$ cat config.mk
export PLATFORM = sky130hd
export DESIGN_NAME = fwd_sel_pipe
export DESIGN_NICKNAME = d
export VERILOG_FILES = /design/src/rtl/fwd_pkg.sv /design/src/rtl/fwd_skid_buf.sv /design/src/rtl/fwd_sel_pipe.sv
export SDC_FILE = /design/constraint.sdc
export NUM_CORES = 1
export LEC_CHECK = 0
export BUFFER_PORTS_ARGS = -buffer_cell sky130_fd_sc_hd__buf_2
export CAP_MARGIN = 10
export CORE_ASPECT_RATIO = 1.75
export CORE_MARGIN = 4
export CORE_UTILIZATION = 40
export DETAILED_ROUTE_END_ITERATION = 12
export HOLD_SLACK_MARGIN = 0.03
export PLACE_DENSITY = 0.69
export RECOVER_POWER = 25
export SETUP_SLACK_MARGIN = 0.1
export SYNTH_ARGS = -nofsm -noshare
export SYNTH_HDL_FRONTEND = slang
export SYNTH_SLANG_ARGS = --single-unit
$ cat constraint.sdc
create_clock -name clk -period 1.88 [get_ports clk]
set_clock_uncertainty 0.15 [all_clocks]
set_input_delay 0.376 -clock clk [delete_from_list [all_inputs] [get_ports clk]]
set_output_delay 0.376 -clock clk [all_outputs]
set_load 0.02 [all_outputs]
$ cat src/rtl/fwd_pkg.sv
// fwd_pkg: shared defaults, select-width helper and beat record for fwd_sel_pipe.
package fwd_pkg;
   localparam int DEF_WIDTH  = 32;
   localparam int DEF_NUM_IN = 4;
   function automatic int fwd_clog2(input int n);
      int r;
      r = 0;
      for (int i = 0; i < 31; i++) if ((1 << i) < n) r = i + 1;
      return r;
   endfunction
   // one spare code bit so out-of-range selects stay representable
   localparam int DEF_SEL_W = fwd_clog2(DEF_NUM_IN) + 1;
   typedef struct packed {
      logic [DEF_WIDTH-1:0] data;
      logic                 sel_err;
   } beat_t;
endpackage

$ cat src/rtl/fwd_skid_buf.sv
// fwd_skid_buf: generic two-entry valid/ready skid buffer with a registered in_ready.
// FWD_SEL_PIPE_BYPASS_EN: an empty buffer with out_ready high passes the beat through combinationally.
module fwd_skid_buf #(
   parameter int DW = 33
) (
   input  logic          clk,
   input  logic          rst_n,
   input  logic          in_valid,
   output logic          in_ready,
   input  logic [DW-1:0] in_beat,
   output logic          out_valid,
   input  logic          out_ready,
   output logic [DW-1:0] out_beat
);
   logic          m_valid_q, m_valid_d, s_valid_q, s_valid_d;
   logic [DW-1:0] m_q, m_d, s_q, s_d;
   logic          accept, bypass;
   assign accept = in_valid && !s_valid_q;
`ifdef FWD_SEL_PIPE_BYPASS_EN
   assign bypass = accept && !m_valid_q && out_ready;
`else
   assign bypass = 1'b0;
`endif
   assign in_ready  = !s_valid_q;
   assign out_valid = m_valid_q || bypass;
   assign out_beat  = bypass ? in_beat : m_q;
   // S full implies M full and in_ready low, so no accept can collide with the S->M move
   always_comb begin
      m_valid_d = m_valid_q;
      m_d       = m_q;
      s_valid_d = s_valid_q;
      s_d       = s_q;
      if (s_valid_q) begin
         if (out_ready) begin
            m_d       = s_q;
            s_valid_d = 1'b0;
         end
      end else if (accept && !bypass) begin
         if (!m_valid_q || out_ready) begin
            m_valid_d = 1'b1;
            m_d       = in_beat;
         end else begin
            s_valid_d = 1'b1;
            s_d       = in_beat;
         end
      end else if (out_ready) begin
         m_valid_d = 1'b0;
      end
   end
   always_ff @(posedge clk or negedge rst_n) begin
      if (!rst_n) begin
         m_valid_q <= 1'b0;
         s_valid_q <= 1'b0;
         m_q       <= '0;
         s_q       <= '0;
      end else begin
         m_valid_q <= m_valid_d;
         s_valid_q <= s_valid_d;
         m_q       <= m_d;
         s_q       <= s_d;
      end
   end
endmodule

$ cat src/rtl/fwd_sel_pipe.sv
// fwd_sel_pipe: NUM_IN-way operand-forwarding select, registered through a 2-entry skid buffer.
// FWD_SEL_PIPE_BYPASS_EN (in fwd_skid_buf) adds 0-cycle pass-through when the pipe is empty.
module fwd_sel_pipe
   import fwd_pkg::*;
#(
   parameter int WIDTH  = DEF_WIDTH,
   parameter int NUM_IN = DEF_NUM_IN,
   parameter int SEL_W  = DEF_SEL_W
) (
   input  logic                    clk,
   input  logic                    rst_n,
   input  logic                    in_valid,
   output logic                    in_ready,
   input  logic [SEL_W-1:0]        in_sel,
   input  logic [NUM_IN*WIDTH-1:0] in_data,
   output logic                    out_valid,
   input  logic                    out_ready,
   output logic [WIDTH-1:0]        out_data,
   output logic                    out_sel_err,
   output logic                    err_sticky
);
   typedef struct packed {
      logic [WIDTH-1:0] data;
      logic             sel_err;
   } beat_w_t;
   beat_w_t          in_beat, out_beat;
   logic [WIDTH-1:0] sel_data;
   logic             sel_err, err_q, err_d;
   // out-of-range codes fall back to the last source
   always_comb begin
      sel_err  = int'(in_sel) >= NUM_IN;
      sel_data = in_data[(NUM_IN-1)*WIDTH +: WIDTH];
      for (int k = 0; k < NUM_IN - 1; k++) if (int'(in_sel) == k) sel_data = in_data[k*WIDTH +: WIDTH];
   end
   assign in_beat = '{data: sel_data, sel_err: sel_err};
   assign err_d   = err_q || (in_valid && in_ready && sel_err);
   always_ff @(posedge clk or negedge rst_n) begin
      if (!rst_n) err_q <= 1'b0;
      else        err_q <= err_d;
   end
   fwd_skid_buf #(.DW($bits(beat_w_t))) u_skid (
      .clk       (clk),
      .rst_n     (rst_n),
      .in_valid  (in_valid),
      .in_ready  (in_ready),
      .in_beat   (in_beat),
      .out_valid (out_valid),
      .out_ready (out_ready),
      .out_beat  (out_beat)
   );
   assign out_data    = out_beat.data;
   assign out_sel_err = out_beat.sel_err;
   assign err_sticky  = err_q;
endmodule
==> metrics.md <==
| Metric | Value |
|---|---|
| Status | finished, final reports clean |
| Worst path arrival time | roughly 1.2 ns |
| Overall overflow remaining after global route | 0 |
| WL final | roughly 12 mm |
| Clock transition at the registers of the reported paths | roughly 0.05 ns |
| Count of state elements after synthesis | 69 |
| Pleak | ~0.0027 uW |
| I/O pin count | 171 |
| CTS root buffer | clkbuf_16 |
| Fraction of post-synthesis cell area in the top cell type by area | 0.432 |
| Placed wire-length estimate | 9.35 mm |
| Part of the total power dissipated in combinational logic | 0.325 |
| Top cells by count, synth | dfrtp_1, o21ai_1, nand2_1 |
| Worst hold path class | input port to flop |
| Critical Path Sink Type | primary output |
| GRT Overall Usage | 0.212 |
| Internal power of the cells | roughly 3700 uW |
| Instance count of the mapped netlist | 432 |
| Die area | roughly 12,000 um^2 |
| Synthesized netlist net count | approximately 570 |
| Port buffer count | 170 |
| Headroom to the max-slew limit | 0.455 |
| Total vias in the final route | 3,981 |
| Simple-Gate Fraction of Synth Area | 0.136 |
| First-pass detailed-route iteration total | 4 |
| Post-route total power | between 5000 and 6000 uW |
| GP Congestion | between 0.8 and 0.9 |
| Hold Crit Start | in_data[127] |
| FMAX | ~580 MHz |
| Share of the clock period used by the worst path | 0.916 |
| Via count of the first global-routing pass | 4,050 |
| Buffer levels on the longest clock path | 2 |
| Total clock buffers created by CTS | 9 |
| Floorplan row count | 48 |
| Combinational family with the most area after synthesis | compound AO/OA/AOI/OAI gates |
| Initial Util | 0.408 |
| Launch point of the critical path | u_skid.s_valid_q |
| Setup repair after global routing missed its margin | false |
| Sort of element at the start of the critical path | flop |
| Worst setup path class | flop to primary output |
| DRC viols | 0 |
| Share of synthesized area spent on multiplexers | 0.0899 |
| Max-cap check violation count | 0 |
| Clock latency reported for the late side of the worst-skew pair | between 0.3 and 0.4 ns |
| Crit path required time | between 1 and 1.5 ns |
| Synth Area per Inst | between 9 and 10 um^2 |
| Global-route wire length before repair | about 20 mm |
| Most common cell in the synthesized netlist | dfrtp_1 |
| Cell taking the most area after synthesis | dfrtp_1 |
| Initial antenna violation count | 0 |
| Adder-cell share of the synthesized area | 0 |
| Seq pwr share | 0.400 |
| Worst reg-to-reg setup slack | approximately 0.18 ns |
| Reg-to-reg critical path startpoint | u_skid.s_valid_q |
| Final Hold Violating Endpoints | 0 |
| Compound-gate portion of the synthesized area | 0.278 |
| Pin count of the biggest net entering global routing | 40 |
| Synth Warn # | 0 |
| Switch share | 0.342 |
| NumNets Final | around 730 |
| R2R depth | 7 |
| Clock power frac | 0.275 |
| Synth top area cells | dfrtp_1, mux2_2, o21ai_1 |
| Final Setup Violations | 0 |
| Worst-Margin Slew | about 0.82 ns |
| Detail-routed via count per cell | about 5.5 |
| Die outline height | around 140 um |
| DRT antenna net count | 0 |
| Setup TNS | 0 ns |
| Hold Path Depth | 3 |
| Peak ir drop on the vdd network | 0.595 mV |
| Deepest level of the CTS H-tree | 3 |
| Power Dens Cells | 1050 nW/um^2 |
| Fin util | 0.543 |
| Post-synth EDFFs | 0 |
| Avg WL per Cell | 17.1 um |
| Count of inserted antenna diode cells | 0 |
| Horizontal extent of the die | approximately 84 um |
| Top fanout value on the critical path | 21 |
| Max-slew violations | 0 |
| CTS tree | yes |
| Synth-to-layout area growth | 33.1% |
| Proportion of synthesized chip area in sequential cells | 0.432 |
| Area of the core region | 9790 um^2 |
| Number of DRC markers after the initial detailed-route iteration | ~180 |
| Proportion of synthesized flip-flops having asynchronous set or reset | 1.00 |
| Syn Std Cell Area | ~4000 um^2 |
| Number of sinks driven by the clock tree | 69 |
| Endpoint of the worst hold path | u_skid.out_beat[32] |
| Number of distinct standard cells referenced by the synthesized netlist | 33 |
| Primary FF master, synth | dfrtp_1 |
| Switching power | ~1900 uW |
| Xor and xnor fraction of the mapped netlist area | 0 |
| End of the worst register-to-register path | u_skid.s_q[31] |
| Ratio of cells with drive above 1 in the final layout | 0.401 |
| Final worst path period need | 1.72 ns |
-- routing by layer --
metal | share of wire | GRT usage | vias up | routed length (um)
met5 | 0 | 0 | - | 0
met4 | 0.030 | 0.0949 | 0 | 368
met3 | 0.068 | 0.0441 | 26 | 850
met2 | 0.52 | 0.379 | 165 | 6510
met1 | 0.38 | 0.241 | 1852 | 4690
li1 | - | - | 1938 | -
-- what timing repair did --
item	CTS	global route
setup buffers	0	4
setup endpoints to repair	1	16
endpoints found under the hold margin	30	0
hold buffers	1	0
cloned	0	0
gates resized for setup	4	0
-- layout make-up --
class	count	area [um^2]
clock buffer	15	268
fill	908	4470
clock inverter	1	5.00
inverter	3	11.3
tap	125	156
multi-input combinational	318	2010
sequential	69	1730
timing repair buffer	197	1140
-- placed cells by master (no fill, tap or decap), types with 15 or more instances in the layout --
| master | instances |
|---|---|
| buf_2 | 168 |
| dfrtp_1 | 68 |
| o21ai_1 | 51 |
| nand2_1 | 36 |
| and3_1 | 32 |
| a21oi_1 | 32 |
| o22ai_1 | 30 |
| o21ai_0 | 27 |
| mux2_2 | 23 |
| buf_4 | 20 |
| a21o_1 | 15 |
-- flip-flops by register name, summed over array words and instances (netlist names) --
signal	cells
err_sticky	1
u_skid.out_beat	33
u_skid.out_valid	1
u_skid.s_q	33
u_skid.s_valid_q	1
-- power by group through the flow --
stage / clock (uW) / combinational, uW / sequential [uW]
after floorplan: 0 / 822 / 2510
after global placement: 0 / 1780 / 2240
after detailed placement: 0 / 1810 / 2270
after CTS: 1570 / 1830 / 2250
after global routing: 1630 / 2010 / 2300
final: 1540 / 1820 / 2240
-- how the worst max path moves through the flow --
stage	to	slack (ns)
3_5_place_dp	u_skid.s_q[9]	0.10
4_1_cts	in_ready	0.10
2_1_floorplan	u_skid.s_q[28]	0.31
6_report	in_ready	0.16
3_3_place_gp	u_skid.s_q[31]	0.14
5_1_grt	u_skid.s_q[5]	0.09
-- cell families after synthesis --
logic type | after synthesis
AOI/OAI and AO/OA | 179
buffers and inverters | 45
DFF | 69
muxes | 33
and+or+nand+nor | 106
-- through the flow --
stage	cell area [um^2]	hold slack, ns	instances	setup slack (ns)
detailed placement	4990	0.188	707	0.105
global route	5320	0.230	728	0.0947
CTS	5280	0.207	724	0.104
global placement	4990	0.181	707	0.140
finish	5320	0.224	728	0.157
floorplan	3990	-0.0696	432	0.307
-- worst max-delay path: stages (launching register included) --
cell and delay [ns]:
dfrtp_2 0.43, buf_6 0.17, inv_2 0.11, buf_4 0.15
(Power assumes the default switching activity.)
